**src/rtl/stdu_pkg.sv**
```systemverilog
// stdu_pkg: shared constants and FSM states for the signal tone demap unit
package stdu_pkg;
    localparam int N_SC_DEF       = 480;
    localparam int BPS            = 2;
    localparam int FIFO_DEPTH_DEF = 4;
    typedef enum logic [1:0] {S_IDLE, S_B0, S_B1} state_e;
endpackage

```
**src/rtl/stdu_sym_fifo.sv**
```systemverilog
// stdu_sym_fifo: synchronous symbol FIFO with registered full/empty flags
module stdu_sym_fifo import stdu_pkg::*; #(
    parameter int W     = BPS,
    parameter int DEPTH = FIFO_DEPTH_DEF
) (
    input  logic         clk,
    input  logic         rst_n,
    input  logic         clr,
    input  logic         push,
    input  logic [W-1:0] wdata,
    input  logic         pop,
    output logic [W-1:0] rdata,
    output logic         full,
    output logic         empty
);
    localparam int AW = $clog2(DEPTH);
    localparam int CW = AW + 1;
    logic [W-1:0]  mem_q [DEPTH];
    logic [W-1:0]  mem_d [DEPTH];
    logic [AW-1:0] wp_q, wp_d, rp_q, rp_d;
    logic [CW-1:0] cnt_q, cnt_d;
    logic          full_q, full_d, empty_q, empty_d;

    assign rdata = mem_q[rp_q];
    assign full  = full_q;
    assign empty = empty_q;

    // pointer, occupancy and flag updates; clear discards all buffered symbols
    always_comb begin
        mem_d = mem_q;
        wp_d  = wp_q;
        rp_d  = rp_q;
        cnt_d = cnt_q;
        if (clr) begin
            wp_d  = '0;
            rp_d  = '0;
            cnt_d = '0;
        end else begin
            if (push) begin
                mem_d[wp_q] = wdata;
                wp_d        = wp_q + AW'(1);
            end
            rp_d  = pop ? rp_q + AW'(1) : rp_q;
            cnt_d = cnt_q + CW'(push) - CW'(pop);
        end
        full_d  = cnt_d == CW'(DEPTH);
        empty_d = cnt_d == '0;
    end

    // state registers
    always_ff @(posedge clk or negedge rst_n) begin
        if (!rst_n) begin
            mem_q   <= '{default: '0};
            wp_q    <= '0;
            rp_q    <= '0;
            cnt_q   <= '0;
            full_q  <= 1'b0;
            empty_q <= 1'b1;
        end else begin
            mem_q   <= mem_d;
            wp_q    <= wp_d;
            rp_q    <= rp_d;
            cnt_q   <= cnt_d;
            full_q  <= full_d;
            empty_q <= empty_d;
        end
    end
endmodule

```
**src/rtl/stdu.sv**
```systemverilog
// stdu: buffers QPSK symbols and serialises them d0-first, flagging each OFDM symbol's last bit
module stdu import stdu_pkg::*; #(
    parameter int N_SC       = N_SC_DEF,
    parameter int FIFO_DEPTH = FIFO_DEPTH_DEF
) (
    input  logic           clk,
    input  logic           rst_n,
    input  logic           clr,
    input  logic [BPS-1:0] di,
    input  logic           di_vld,
    output logic           di_rdy,
    output logic           do_bit,
    output logic           do_vld,
    output logic           do_last
);
    localparam int SC_W = $clog2(N_SC);
    state_e          st_q, st_d;
    logic [BPS-1:0]  sh_q, sh_d;
    logic [SC_W-1:0] sc_q, sc_d;
    logic            bit_q, bit_d, vld_q, vld_d, last_q, last_d;
    logic            push, pop, f_full, f_empty;
    logic [BPS-1:0]  f_rdata;

    assign di_rdy  = !f_full;
    assign push    = di_vld && di_rdy && !clr;
    assign do_bit  = bit_q;
    assign do_vld  = vld_q;
    assign do_last = last_q;

    stdu_sym_fifo #(.W(BPS), .DEPTH(FIFO_DEPTH)) u_fifo (
        .clk   (clk),
        .rst_n (rst_n),
        .clr   (clr),
        .push  (push),
        .wdata (di),
        .pop   (pop),
        .rdata (f_rdata),
        .full  (f_full),
        .empty (f_empty)
    );

    // serialiser: pop on IDLE/B1 so consecutive symbols emit without a bubble
    always_comb begin
        st_d   = st_q;
        sh_d   = sh_q;
        sc_d   = sc_q;
        bit_d  = bit_q;
        vld_d  = 1'b0;
        last_d = 1'b0;
        pop    = 1'b0;
        case (st_q)
            S_IDLE: begin
                pop  = !f_empty;
                sh_d = f_empty ? sh_q : f_rdata;
                st_d = f_empty ? S_IDLE : S_B0;
            end
            S_B0: begin
                bit_d = sh_q[0];
                vld_d = 1'b1;
                st_d  = S_B1;
            end
            S_B1: begin
                bit_d  = sh_q[1];
                vld_d  = 1'b1;
                last_d = sc_q == SC_W'(N_SC - 1);
                sc_d   = last_d ? '0 : sc_q + SC_W'(1);
                pop    = !f_empty;
                sh_d   = f_empty ? sh_q : f_rdata;
                st_d   = f_empty ? S_IDLE : S_B0;
            end
            default: st_d = S_IDLE;
        endcase
        if (clr) begin
            st_d   = S_IDLE;
            sh_d   = '0;
            sc_d   = '0;
            bit_d  = 1'b0;
            vld_d  = 1'b0;
            last_d = 1'b0;
            pop    = 1'b0;
        end
    end

    // state and output registers
    always_ff @(posedge clk or negedge rst_n) begin
        if (!rst_n) begin
            st_q   <= S_IDLE;
            sh_q   <= '0;
            sc_q   <= '0;
            bit_q  <= 1'b0;
            vld_q  <= 1'b0;
            last_q <= 1'b0;
        end else begin
            st_q   <= st_d;
            sh_q   <= sh_d;
            sc_q   <= sc_d;
            bit_q  <= bit_d;
            vld_q  <= vld_d;
            last_q <= last_d;
        end
    end
endmodule

```
**config.mk**
```make
export PLATFORM = sky130hd
export DESIGN_NAME = stdu
export DESIGN_NICKNAME = d
export VERILOG_FILES = /design/src/rtl/stdu_pkg.sv /design/src/rtl/stdu_sym_fifo.sv /design/src/rtl/stdu.sv
export SDC_FILE = /design/constraint.sdc
export NUM_CORES = 1
export LEC_CHECK = 0
export CORE_UTILIZATION = 52
export DETAILED_ROUTE_END_ITERATION = 8
export PLACE_DENSITY_LB_ADDON = 0.15
export REMOVE_ABC_BUFFERS = 1
export SYNTH_ARGS = -nofsm -noshare
export SYNTH_HDL_FRONTEND = slang
export SYNTH_HIERARCHICAL = 1
export SYNTH_SLANG_ARGS = --single-unit
```
**constraint.sdc**
```tcl
create_clock -name clk -period 2.4 [get_ports clk]
set_input_delay 0.48 -clock clk [delete_from_list [all_inputs] [get_ports clk]]
set_output_delay 0.48 -clock clk [all_outputs]
set_load 0.01 [all_outputs]
```
After elaboration in Yosys (flattened, before gate mapping) --
Index checks and enable logic that the tools add are counted.
Word-level totals: ROM bits 0, output and inout port bits 4, register bits after elaboration 33, latch bits 0, input port bits 6, memory bits (writable) 0, memories kept 0, word-level logic and storage cells 76
Cells by class: shift operators 0, equality and inequality tests 5, bitwise operators 3, multiply operators 0, $lt $le $gt $ge 3, divide/modulo/power cells 0, mux-type cells 28, add/subtract/negate cells 5, reduce and logical (&&, ||, !) cells 17
Operators by type and width (count):
- $mux 9 | 3
- $mux 2 | 11
- $add 9x1->9 const B | 1
- $eq 9x9->1 const B | 1
- $bwmux 8 | 1
- $mux 1 | 8
- $reduce_bool 2->1 | 4
- $ge 3x3->1 const B | 2
- $not 2->3 | 2
- $add 2x1->2 const B | 2
- $bmux 2 s2 | 1
- $demux 2 s2 | 1
- $pmux 2 s2 | 1
- $reduce_and 2->1 | 2
- $reduce_or 2->1 | 2
- $add 3x1->3 | 1
- $eq 3x3->1 const B | 1
- $logic_and 1x1->1 | 3
- $logic_not 1->1 | 3
- $logic_not 3->1 | 1
- $lt 3x1->1 const B | 1
- $mux 3 | 1
- $reduce_bool 3->1 | 1
- $sub 3x1->3 | 1
- 6 further kinds | 6

Longest topological paths before layout --
depth after elaboration 7, gate-level depth with buffers 10, mapped depth without buffers 10

Cells and area by module --
Netlist, hierarchy kept.
By module, submodules not included:
- stdu_sym_fifo | cells an instance 62, area each 880.8 sq um, seq. area each 426.7 sq um, instances 1
- stdu | cells an instance 76, area each 817.0 sq um, seq. area each 400.4 sq um, instances 1

Worst setup path before layout --
Ideal clock, no wire load.
path type register to register, start register st_q[0], end register u_fifo.empty_q, in the netlist u_fifo/empty, data arrival time 2.472 ns, clock period less this slack 2.549 ns, data required time 2.323 ns, setup slack -0.149 ns, buffers on the path 0, stages on the path, launching flop included 11, setup time 0.077 ns, cell sequence dfrtp_1 inv_1 ha_1 o21bai_1 nor2_1 ha_1 inv_1 ha_1 fa_1 xor3_1 a21o_1
Between the ends: word-level cells in the longest chain between the ends 7, elaborated cells between the ends (all ways) 8, classes of those cells add/sub: 1; eq/ne: 1; mux: 3; reduce/logical: 3
RTL lines:
- start: declaration | line stdu.sv:17 | state_e st_q, st_d;
- start signal: assignment | line stdu.sv:94 | st_q <= st_d;
- $eq 2x2->1 / $logic_not 2->1 (equally long branches) | line stdu.sv:51 | case (st_q)
- $reduce_or 2->1 (no source line) *
- $mux 1 *
- $mux 1 * | line stdu.sv:73 | if (clr) begin
- net pop | line stdu.sv:21 | logic push, pop, f_full, f_empty;
- $sub 3x1->3 * | line stdu_sym_fifo.sv:44 | cnt_d = cnt_q + CW'(push) - CW'(pop);
- $mux 3 * | line stdu_sym_fifo.sv:34 | if (clr) begin
- $logic_not 3->1 * | line stdu_sym_fifo.sv:47 | empty_d = cnt_d == '0;
- net u_fifo.empty_d | line stdu_sym_fifo.sv:22 | logic full_q, full_d, empty_q, empty_d;
- end signal: assignment | line stdu_sym_fifo.sv:65 | empty_q <= empty_d;
- end: declaration | line stdu_sym_fifo.sv:22
Mark *: on every way through the listed nets, which the timed path passes. The rest lies on a longest branch. A chain may end at the register's enable or synchronous reset.

Worst setup path in the final report --
Ends and elaborated chain as after synthesis.

==> impl_results.md <==
* Die Wd at between 50 and 60 um
* Reg2reg setup slack at 150 ps
* Area leader, netlist: dfrtp_1
* CTS H-Tree Depth at 2
* RSZ-0062 raised after global routing: false
* Max Cap Violations at 0
* Worst Setup EP: u_fifo/empty$_DFF_PN1_
* Post-Layout Cell Count at 204
* I/O pins at 10
* Number of fill cells at 265
* Max IR drop VDD at 0.000519 V
* Layout Skew at 6.13 ps
* Antenna cells at 0
* Power per Cell Area at 785 nW/um^2
* Synthesized flop and latch total at 33
* Setup slack at placement at -263 ps
* Antenna Nets Post-Route at 0
* Root buffer cell: clkbuf_4
* Hpwl dp at 2200 um
* Port Buffer Count at 9
* Worst reg2reg path endpoint: u_fifo/empty$_DFF_PN1_
* Vias in the first global route at 1,145
* WL final at 3030 um
* Post-DR vias/cell at roughly 5.4
* Placed Cells at 196
* Max Root-Sink Buffers at 2
* Largest net degree at the start of global routing at 34
* Share of the synthesized area in the top cell type at 0.472
* DR pass1 iterations at 4
* Initial antenna violation count at 0
* Achievable clock frequency at about 440 MHz
* Distinct cells, synth at between 40 and 50
* Crit start category: flop
* CP Max Fanout at 3
* Fin crit share at 0.938
* CP endpoint kind: flop
* FF/Latch Area at 827 sq um
* Warning count from the yosys run at 6
* Core Region at approximately 3000 sq um
* WP data arrival at ~2500 ps
* Nets@finish at 177
* Clock tree sinks at 33
* Post-Syn Area at 1700 sq um
* Launching point of the worst reg2reg path: st_q[0]$_DFF_PN0_
* Total CTS buffers at 5
* First-pass GRT wire length at between 5000 and 6000 um
* Post-synth ARST share at 1.00
* WL/cell at ~15 um
* Req. time, crit path at about 2700 ps
* Worst-margin pin slew at ~410 ps
* Final worst slack at 148 ps
* Worst Hold Margin at 517 ps
* GRT Total Usage at 0.210
* Final hold violations at 0
* Area grow syn2layout at 14.4%
* Register clock-pin slew on the reported worst setup and hold paths at 100 ps
* Sequential fraction of the synthesis area at 0.487
* # setup viols final at 0
* Critical path class: flop to flop
* Grt ovf at 0
* Cell Rows at 20
* DRC viols at 0
* Outcome: complete, no violations
* CTS tree: built
* Die span in y at 59.1 um
* Clock latency on the worst-skew pair at 330 ps
* Synth area leaders: dfrtp_1, ha_1, mux2_2
* Hold Startpoint: u_fifo/mem_q[3]$_DFFE_PN0P_
* Slew HR at 0.727
* Placed Area at 1880 sq um
* Worst r2r path cells at 10
* Number of synthesized flops with an enable pin at 0
* LEAKAGE at 0.000924 uW
* Vias at 1,104
* Layout cell share with drive strength beyond 1 at 0.231
* Worst hold path class: flop to flop
* Multi-input logic area at just over 800 sq um
* Crit path time final at 2250 ps
* Post-Syn Area per Cell at around 12 sq um
* Crit. Startpoint: st_q[0]$_DFF_PN0_
* Initial detailed-routing violation count at 55
* Synth Flop Type: dfrtp_1
* Hold buffer count at cts at 0
* RePlAce Congestion at around 0.79
* Gate Count Post-Synth at 138
* Finished Cell Area at 1940 sq um
* Initial Util at 0.552
* Die area at 3500 sq um
* Final slew viol count at 0
==> kinds of logic after synthesis <==
group                    Yosys count  share of synthesized area
AND/OR/NAND/NOR                   40                      0.150
XOR/XNOR                           6                     0.0398
adder cells (fa/ha/maj)           12                     0.0929
AO/OA/AOI/OAI                     18                     0.0737
flip-flops                        33                      0.487
buffers and inverters             14                     0.0376
multiplexers                      15                      0.119
==> layer usage <==
layer  routed length, um  global-route usage  vias to the layer above
met4                  61               0.102                        0
met5                   0                   0                        -
met1                1300               0.255                      551
met2                1580               0.352                       14
li1                    -                   -                      532
met3                  85              0.0480                        7
==> final cells by class <==
type | count | area share
Clock inverter | 2 | 0.00515
Timing Repair Buffer | 18 | 0.0811
Multi-Input combinational cell | 91 | 0.419
Clock buffer | 6 | 0.0212
Sequential cell | 33 | 0.426
Tap cell | 44 | 0.0283
Inverter | 10 | 0.0193
==> synth_stat cells (2+ instances only) <==
master     n
dfrtp_1   32
nor2_1    13
ha_1      11
inv_1     10
mux2_2     7
a21oi_1    5
mux2i_1    4
nand3b_1   4
nor2b_1    4
nand2_1    3
o21ai_0    3
xor2_1     3
a41o_1     2
mux2_4     2
mux4_1     2
nand3_1    2
nor3b_1    2
o31ai_1    2
or4_1      2
xnor2_1    2
==> state kept, by name (all words and copies together), names as in the netlist, 2 cells and up <==
name and flops:
u_fifo/wp_q 2, u_fifo/rp_q 2, sc_q 9, st_q 2, sh_q 2, u_fifo/cnt_q 3
u_fifo/mem_q 8
==> metrics by stage <==
stage	TNS (ps)	total power (uW)	util
floorplan	-713	1060	-
global placement	-411	1200	0.612
detailed placement	-705	1240	0.612
CTS	0	1540	0.629
global route	0	1630	0.631
finish	0	1530	0.631
==> report_power, final <==
part | internal, uW | switching, uW
combinational | 286 | 224
sequential | 660 | 62.6
clock | 111 | 182
==> how the worst min path moves through the flow <==
stage,endpoint,depth (start not counted)
after floorplan,do_bit$_DFFE_PN0P_,0
after global placement,u_fifo/mem_q[0]$_DFFE_PN0P_,1
after detailed placement,u_fifo/mem_q[3]$_DFFE_PN0P_,1
after CTS,u_fifo/mem_q[3]$_DFFE_PN0P_,1
after global routing,u_fifo/mem_q[3]$_DFFE_PN0P_,1
final,u_fifo/mem_q[3]$_DFFE_PN0P_,1
==> repair_timing <==
action / in CTS / in global routing
gates resized for setup: 0 / 3
endpoints found under the setup margin: 3 / 3
setup buffers: 0 / 0
pin swaps: 2 / 0
==> critical path, cell delays in order, from the launching register on <==
cell	delay (ps)
dfrtp_1	360
inv_1	60
ha_1	210
o21bai_2	180
nor2_1	80
ha_1	280
inv_1	40
ha_1	180
fa_2	560
nor2_1	60
a21o_1	170
==> cell usage in the layout (no fill, tap or decap), types with 4 or more instances in the layout <==
cell type	synthesis	final
a21oi_1	5	5
buf_4	1	9
clkbuf_4	0	5
clkdlybuf4s50_1	0	9
dfrtp_1	32	32
ha_1	11	11
inv_1	10	10
mux2_2	7	7
mux2i_1	4	4
nand3b_1	4	4
nor2_1	13	13
nor2b_1	4	4
(Power assumes the default switching activity.)
